File: config.mk
export PLATFORM = sky130hd
export DESIGN_NAME = mood_light
export DESIGN_NICKNAME = d
export VERILOG_FILES = /design/src/rtl/mood_light.sv
export SDC_FILE = /design/constraint.sdc
export NUM_CORES = 1
export LEC_CHECK = 0
export CAP_MARGIN = 0
export CORE_AREA = 3 3 40 42
export DETAILED_ROUTE_END_ITERATION = 10
export DIE_AREA = 0 0 43 45
export PLACE_DENSITY_LB_ADDON = 0.2
export REMOVE_ABC_BUFFERS = 1
export SETUP_SLACK_MARGIN = 0.02
export SLEW_MARGIN = 20
export SYNTH_ARGS = -nofsm -noshare
export SYNTH_HDL_FRONTEND = slang
export SYNTH_SLANG_ARGS = --single-unit
File: constraint.sdc
create_clock -name clk -period 2.19 [get_ports clk]
set_input_delay 0.219 -clock clk [delete_from_list [all_inputs] [get_ports clk]]
set_output_delay 0.219 -clock clk [all_outputs]
set_load 0.05 [all_outputs]
File: src/rtl/mood_light.sv
// mood_light - debounced mood register with ANGRY->HAPPY via NEUTRAL.
// Optional idle auto-return to NEUTRAL when MOOD_LIGHT_TIMEOUT_EN is defined.
module mood_light #(
  parameter int unsigned STABLE_CYCLES = 1,
  parameter int unsigned IDLE_TIMEOUT  = 16
) (
  input  logic [1:0] in,
  input  logic       reset,
  input  logic       clk,
  output logic [1:0] response
);

  typedef enum logic [1:0] {
    NEUTRAL = 2'b00,
    SAD     = 2'b01,
    HAPPY   = 2'b10,
    ANGRY   = 2'b11
  } mood_e;

  localparam logic [3:0] STABLE_MAX = 4'(STABLE_CYCLES);
  localparam logic [7:0] IDLE_MAX   = 8'(IDLE_TIMEOUT);

  if (STABLE_CYCLES < 1 || STABLE_CYCLES > 15 || IDLE_TIMEOUT < 1 || IDLE_TIMEOUT > 255) begin : g_bad_param
    $error("mood_light: parameter out of range");
  end

  mood_e      mood_q, mood_d;
  mood_e      cand_q, cand_d;
  logic [3:0] cnt_q, cnt_d;
  logic       same;
  logic       stable;
  logic       hold;

`ifdef MOOD_LIGHT_TIMEOUT_EN
  logic [7:0] idle_q, idle_d;
  logic       expired_q, expired_d;
`endif

  always_comb begin
    cand_d = mood_e'(in);
    same   = (cand_d == cand_q);
    if (same) begin
      cnt_d = (cnt_q == STABLE_MAX) ? cnt_q : cnt_q + 4'd1;
    end else begin
      cnt_d = 4'd1;
    end
    stable = (cnt_d == STABLE_MAX);
    mood_d = mood_q;
`ifdef MOOD_LIGHT_TIMEOUT_EN
    idle_d    = idle_q;
    expired_d = expired_q && same;
    hold      = expired_d;
`else
    hold      = 1'b0;
`endif

    if (stable && (cand_d != mood_q) && !hold) begin
      // ANGRY may not jump straight to HAPPY; it calms down through NEUTRAL first.
      if (mood_q == ANGRY && cand_d == HAPPY) begin
        mood_d = NEUTRAL;
      end else begin
        mood_d = cand_d;
      end
    end

`ifdef MOOD_LIGHT_TIMEOUT_EN
    if (mood_d != mood_q) begin
      idle_d = 8'd0;
    end else if (mood_q != NEUTRAL) begin
      idle_d = same ? idle_q + 8'd1 : 8'd0;
      if (idle_d == IDLE_MAX) begin
        mood_d    = NEUTRAL;
        expired_d = 1'b1;
        idle_d    = 8'd0;
      end
    end
`endif
  end

  always_ff @(posedge clk or posedge reset) begin
    if (reset) begin
      mood_q <= NEUTRAL;
      cand_q <= NEUTRAL;
      cnt_q  <= 4'd0;
    end else begin
      mood_q <= mood_d;
      cand_q <= cand_d;
      cnt_q  <= cnt_d;
    end
  end

`ifdef MOOD_LIGHT_TIMEOUT_EN
  always_ff @(posedge clk or posedge reset) begin
    if (reset) begin
      idle_q    <= 8'd0;
      expired_q <= 1'b0;
    end else begin
      idle_q    <= idle_d;
      expired_q <= expired_d;
    end
  end
`endif

  assign response = mood_q;

endmodule

==> results of run 1 <==
==> cells in the final DEF (no fill, tap or decap) <==
cell | Yosys | routed
a211oi_1 | 1 | 1
a21o_1 | 2 | 2
a21oi_1 | 2 | 2
buf_4 | 0 | 2
clkbuf_4 | 0 | 3
clkdlybuf4s50_1 | 0 | 5
dfrtp_1 | 8 | 8
ha_1 | 2 | 2
inv_1 | 3 | 3
mux2_4 | 1 | 1
mux2i_1 | 2 | 2
nand2_1 | 4 | 4
nand2b_1 | 4 | 4
nand3_1 | 2 | 2
nand3b_1 | 1 | 1
nor2_1 | 2 | 2
nor2b_1 | 1 | 1
o21ai_0 | 1 | 1
o22ai_1 | 1 | 1
o311ai_0 | 1 | 1
or2_2 | 1 | 1
or3b_1 | 1 | 1
xnor2_1 | 2 | 2
xor2_1 | 1 | 1
==> per-layer routing <==
| metal | vias to the layer above | GRT usage, % |
|---|---|---|
| li1 | 168 | - |
| met1 | 148 | 11.6 |
| met2 | 7 | 15.9 |
| met3 | 3 | 3.59 |
| met4 | 0 | 7.23 |
| met5 | - | 0 |
==> worst max-delay path, cell delays in order (launching register included) <==
cell and delay, ns:
dfrtp_1 0.37, inv_1 0.06, ha_1 0.18, or3b_1 0.45, mux2i_1 0.15, o22ai_1 0.30, mux2_4 0.33
==> report_power, final <==
part,leakage [nW],switching [mW],internal [mW]
registers,0.0976,0.00248,0.152
clock network,0.0138,0.0495,0.0627
logic,0.120,0.0197,0.0137
==> Yosys cell counts (2+ instances only) <==
cell,n
nor2_1,2
a21oi_1,2
a21o_1,2
ha_1,2
nand2_1,4
mux2i_1,2
nand2b_1,4
xnor2_1,2
inv_1,3
nand3_1,2
dfrtp_1,8
==> metrics by stage <==
step	util (%)	total power, mW	cells	worst slack [ns]	hold WS (ns)
after detailed placement	40.5	0.191	65	0.238	0.488
after global placement	40.5	0.190	65	0.268	0.480
after global routing	42.3	0.321	68	0.132	0.249
final	42.3	0.300	68	0.231	0.219
after CTS	42.3	0.305	68	0.221	0.220
after floorplan	-	0.177	43	0.326	0.0347
==> flip-flops by register name, summed over array words and instances, names as in the netlist <==
register and cells:
response 2, cand_q 2, cnt_q 4
==> cells by family after synthesis <==
logic type               share of synthesized area [%]
AO/OA/AOI/OAI                                     11.9
XOR/XNOR                                          5.95
adder cells (fa/ha/maj)                           5.66
buffers and inverters                             3.68
flip-flops                                        45.3
multiplexers                                      7.93
AND/OR/NAND/NOR                                   19.5
==> final timing paths <==
path,to,slack (ns),depth (start not counted)
max in group asynchronous,response[0],1.74,2
worst min register to register,response[0],0.54,1
worst max register to register,response[0],0.23,6
min in group clk,cand_q[1],0.49,1
worst max-delay path,response[0],0.23,6
worst min-delay path,response[1],0.22,2
==> cell type report <==
type	instances	area share, %
sequential	8	36.9
timing repair buffer	7	12.0
clock buffer	3	4.15
multi-input combinational	32	41.5
tap	15	3.46
inverter	3	2.07
==> impl_metrics.ini, run 1 <==
[setup_path]
cp.arrival_ns = 2.09
crit_required_ns = 2.33
crit_path_start_kind = register
timing.rr.start = cnt_q[1]
startpoint = cnt_q[1]
path_class = reg -> reg
endpoint_kind = register
cp_max_fo = 5

[clock_network]
cts-hold-fix-buffers = 0
cts_buffer_depth = 2
cts_tree = yes
cts_inserted_buffers = 3
clk_pin_slew_worst_paths_ns = 0.05
htree_levels = 1
root_buffer = clkbuf_4
cts-resized-gates = 0
cts_sinks = 8
postCtsSetupBuffers = 0
insertion_delay_ns = 0.25

[routing]
wl_um = 795
drc = 0
ant_nets = 0
num_vias = 326
viasPerCell = 4.79
drtPass1Iterations = 4
top_layer = met4
dr_wl_met3_um = 23
wl_met2_um = 382
wl_per_cell_um = 11.7
routedLengthMet1_um = 362
drt_first_iter_violations = 4

[global_route]
antenna_found_initial = 0
gr-total-overflow = 0
grt_max_degree = 9
grt.total_usage_pct = 10.2
grt_pass1_vias = 325
grt_pass1_wl_um = 1390

[sta]
worst_pin_slew_ns = 0.500
setup_viol = 0
fin_setup_tns_ns = 0
fin_skew_ns = 0.00196
hold_viol = 0
fmax_mhz = 511
slew_violations = 0
period_share_pct = 89.4
rsz0062_at_grt = no
maxSlewHeadroom_pct = 66.5
min_period_ns = 1.96

[layout]
area_growth_pct = 22.9
finalNetCount = 61
regArea_um2 = 200
drive_gt1_share_pct = 13.2
num-fill-cells = 128
multi_input_area_um2 = 225
diodes = 0
final_cell_area_um2 = 543

[power]
leakage_nw = 0.232
vdd_drop_max_uv = 328
p_per_area_mw_per_mm2 = 553

[synthesis]
ys_seq_area_share_pct = 45.3
yosys.area.top_type_share_pct = 45.3
ys_ff_latch = 8
synthArstFlopShare_pct = 100
synth_cell_type_count = 22
synth.avg_cell_area_um2 = 10.0
synthCells = 44
syn_area_um2 = 442
synth_flop_cell = dfrtp_1
synth_largest_area_cell = dfrtp_1
synthTopCellsByArea = dfrtp_1 45%, ha_1 5.7%, nand2b_1 5.7%
synth_warnings = 0
synth-edff-count = 0

[status]
status = complete, no violations

[min_path]
hold_path.class = in -> async

[floorplanning]
ios = 6
core_mm2 = 0.00128
dieArea_mm2 = 0.00194
die_h_um = 45
rows = 13
die_w_um = 43
initial_utilization_pct = 34.4

[placement]
place_congestion = 0.708
io_buffers = 5
place_hpwl_um = 607
place_area_um2 = 520

[flow_run]
cap_violations = 0
(Power assumes the default switching activity.)
==> inputs of run 2 (changes only) <==
--- a/config.mk
+++ b/config.mk
@@ -5,6 +5,7 @@
 export SDC_FILE = /design/constraint.sdc
 export NUM_CORES = 1
 export LEC_CHECK = 0
+export ABC_AREA = 1
 export CAP_MARGIN = 0
 export CORE_AREA = 3 3 40 42
 export DETAILED_ROUTE_END_ITERATION = 10
==> constraint.sdc (replaced) <==
create_clock -name clk -period 2.3 [get_ports clk]
set_input_delay 0.23 -clock clk [delete_from_list [all_inputs] [get_ports clk]]
set_output_delay 0.23 -clock clk [all_outputs]
set_load 0.05 [all_outputs]
==> run 2 against run 1 <==
  * Sequential power grew 17%
  * Total power grew 63%
  * First-iteration DRC count shrank 50%
  * Largest cell class unchanged
  * Clock-buffer cell count is the same
  * Combinational power grew to 6.0 times the previous value
  * Cell count grew 40%
  * Clock power shrank 6%
  * Non-clock buffer count shrank 2
  * Global-route usage grew 1.4 points
  * Clock skew is essentially flat
  * Synthesized cell count grew 64%
  * Largest power group is now combinational logic
  * Register-to-register slack gained 0.64 ns
==> impl_metrics.ini, run 2 <==
[placement]
place_congestion = 0.692
io_buffers = 5
place_hpwl_um = 720
dp.cells = 92

[setup_path]
crit_path_start_kind = register
path_class = reg -> out
r2r_cells = 11
r2r-end = response[1]
crit_chain = clkdlybuf4s50_1
crit_required_ns = 2.07
cp_max_fo = 5
crit_path_end = response[0]
crit_family = buffers and inverters
cp.arrival_ns = 1.47
r2r_slack_ns = 0.87
crit_cells = 1
endpoint_kind = output port
path_buf_inv = 1
timing.rr.start = cnt_q[1]
crit_path_max_incr_delay_ns = 0.83
startpoint = response[0]
slowest_stage = clkdlybuf4s50_1

[synthesis]
ys_ff_latch = 8
synth.avg_cell_area_um2 = 7.73
yosys.area.top_type_share_pct = 36.0
syn_area_um2 = 557
synthCells = 72
synth_cell_type_count = 16
synth.most_common_cell = nand2_1
synthTopCellsByArea = dfrtp_1 36%, nand2_1 18%, inv_1 7.4%
synth_flop_cell = dfrtp_1
synth_warnings = 0
synth_largest_area_cell = dfrtp_1
ys_seq_area_share_pct = 36.0
synth-edff-count = 0
synthTopCellsByCount = 26 x nand2_1, 11 x inv_1, 8 x dfrtp_1
synthArstFlopShare_pct = 100

[routing]
ant_nets = 0
viasPerCell = 4.49
num_vias = 427
drc = 0
drt_first_iter_violations = 2
wl_per_cell_um = 8.95
wl_um = 850
drtPass1Iterations = 2

[power]
leakage_nw = 0.345
p_per_area_mw_per_mm2 = 752
vdd_drop_max_uv = 384
p_total_mw = 0.488

[global_route]
grt_pass1_wl_um = 1650
gr-total-overflow = 0
grt.total_usage_pct = 11.6
grt_pass1_vias = 400
grt_max_degree = 9
antenna_found_initial = 0

[sta]
fin_skew_ns = 0.00230
slew_violations = 0
maxSlewHeadroom_pct = 66.6
min_period_ns = 1.70
worst_pin_slew_ns = 0.499
hold_viol = 0
setup_viol = 0
fin_setup_tns_ns = 0
period_share_pct = 74.1
fmax_mhz = 587
rsz0062_at_grt = no

[floorplanning]
dieArea_mm2 = 0.00194
core_mm2 = 0.00128
die_w_um = 43
rows = 13
die_h_um = 45
initial_utilization_pct = 43.3
ios = 6

[layout]
drive_gt1_share_pct = 22.5
multi_input_area_um2 = 308
largest-register = cnt_q
regArea_um2 = 200
largest_register_ffs = 4
finalNonFillerCells = 95
diodes = 0
layout_common_cells = 26 x nand2_1, 11 x inv_1, 8 x dfrtp_1, 6 x nand3_1, 5 x clkdlybuf4s50_1
finalNetCount = 88
final_common_cell = nand2_1
num-fill-cells = 128
area_growth_pct = 16.4

[clock_network]
htree_levels = 1
cts_buffer_depth = 2
postCtsSetupBuffers = 0
root_buffer = clkbuf_4
insertion_delay_ns = 0.25
cts_tree = yes
cts-resized-gates = 0
clk_pin_slew_worst_paths_ns = 0.05
cts_sinks = 8
cts_inserted_buffers = 3
cts-hold-fix-buffers = 0

[min_path]
hold_path.class = in -> async

[status]
status = complete, no violations

[flow_run]
cap_violations = 0
-- run 2: cell types whose count changed after synthesis, sizes merged, moves of 4 or more --
cell    before  now
nand3        2    7
inv          3   13
nand2        4   31
nor2         2    6
nand2b       4    0
-- run 2: kinds of logic after synthesis --
logic type,synth area share (%)
AO/OA/AOI/OAI,5.84
XOR/XNOR,1.57
adder cells (fa/ha/maj),4.49
buffers and inverters,8.76
flip-flops,36.0
AND/OR/NAND/NOR,43.4
-- run 2: worst min path at each step --
stage / cells after the start / startpoint / to
3_3_place_gp: 2 / reset / response[0]
2_1_floorplan: 1 / reset / cand_q[0]
5_1_grt: 2 / reset / cnt_q[3]
4_1_cts: 2 / reset / cand_q[0]
3_5_place_dp: 2 / reset / response[0]
6_report: 2 / reset / cnt_q[3]
-- run 2: routing by layer --
metal / GRT usage, % / vias to the layer above / routed length, µm
met5: 0 / - / 0
met4: 7.23 / 0 / 27
met3: 2.79 / 3 / 31
met2: 18.6 / 8 / 403
met1: 14.0 / 179 / 387
li1: - / 237 / -
-- run 2: area by class of cell --
class | count | area share, %
multi-input cells | 51 | 47.5
flip-flops and latches | 8 | 30.9
repair buffers | 5 | 7.72
inverters | 13 | 7.53
clock buffers | 3 | 3.47
well taps | 15 | 2.90
-- run 2: stage by stage --
stage / setup slack, ns / cell area, µm² / util [%] / hold WS (ns)
4_1_cts: 0.582 / 648 / 50.4 / 0.228
5_1_grt: 0.515 / 648 / 50.4 / 0.240
2_1_floorplan: 0.932 / 557 / - / 0.0457
6_report: 0.597 / 648 / 50.4 / 0.219
3_3_place_gp: 0.681 / 626 / 48.7 / 0.500
3_5_place_dp: 0.649 / 626 / 48.7 / 0.502
-- run 2: power breakdown --
part           leakage [nW]  total [mW]  switching [mW]  internal [mW]
sequential           0.0981       0.181          0.0210          0.160
combinational         0.233       0.201           0.129         0.0726
clock                0.0138       0.105          0.0459         0.0596
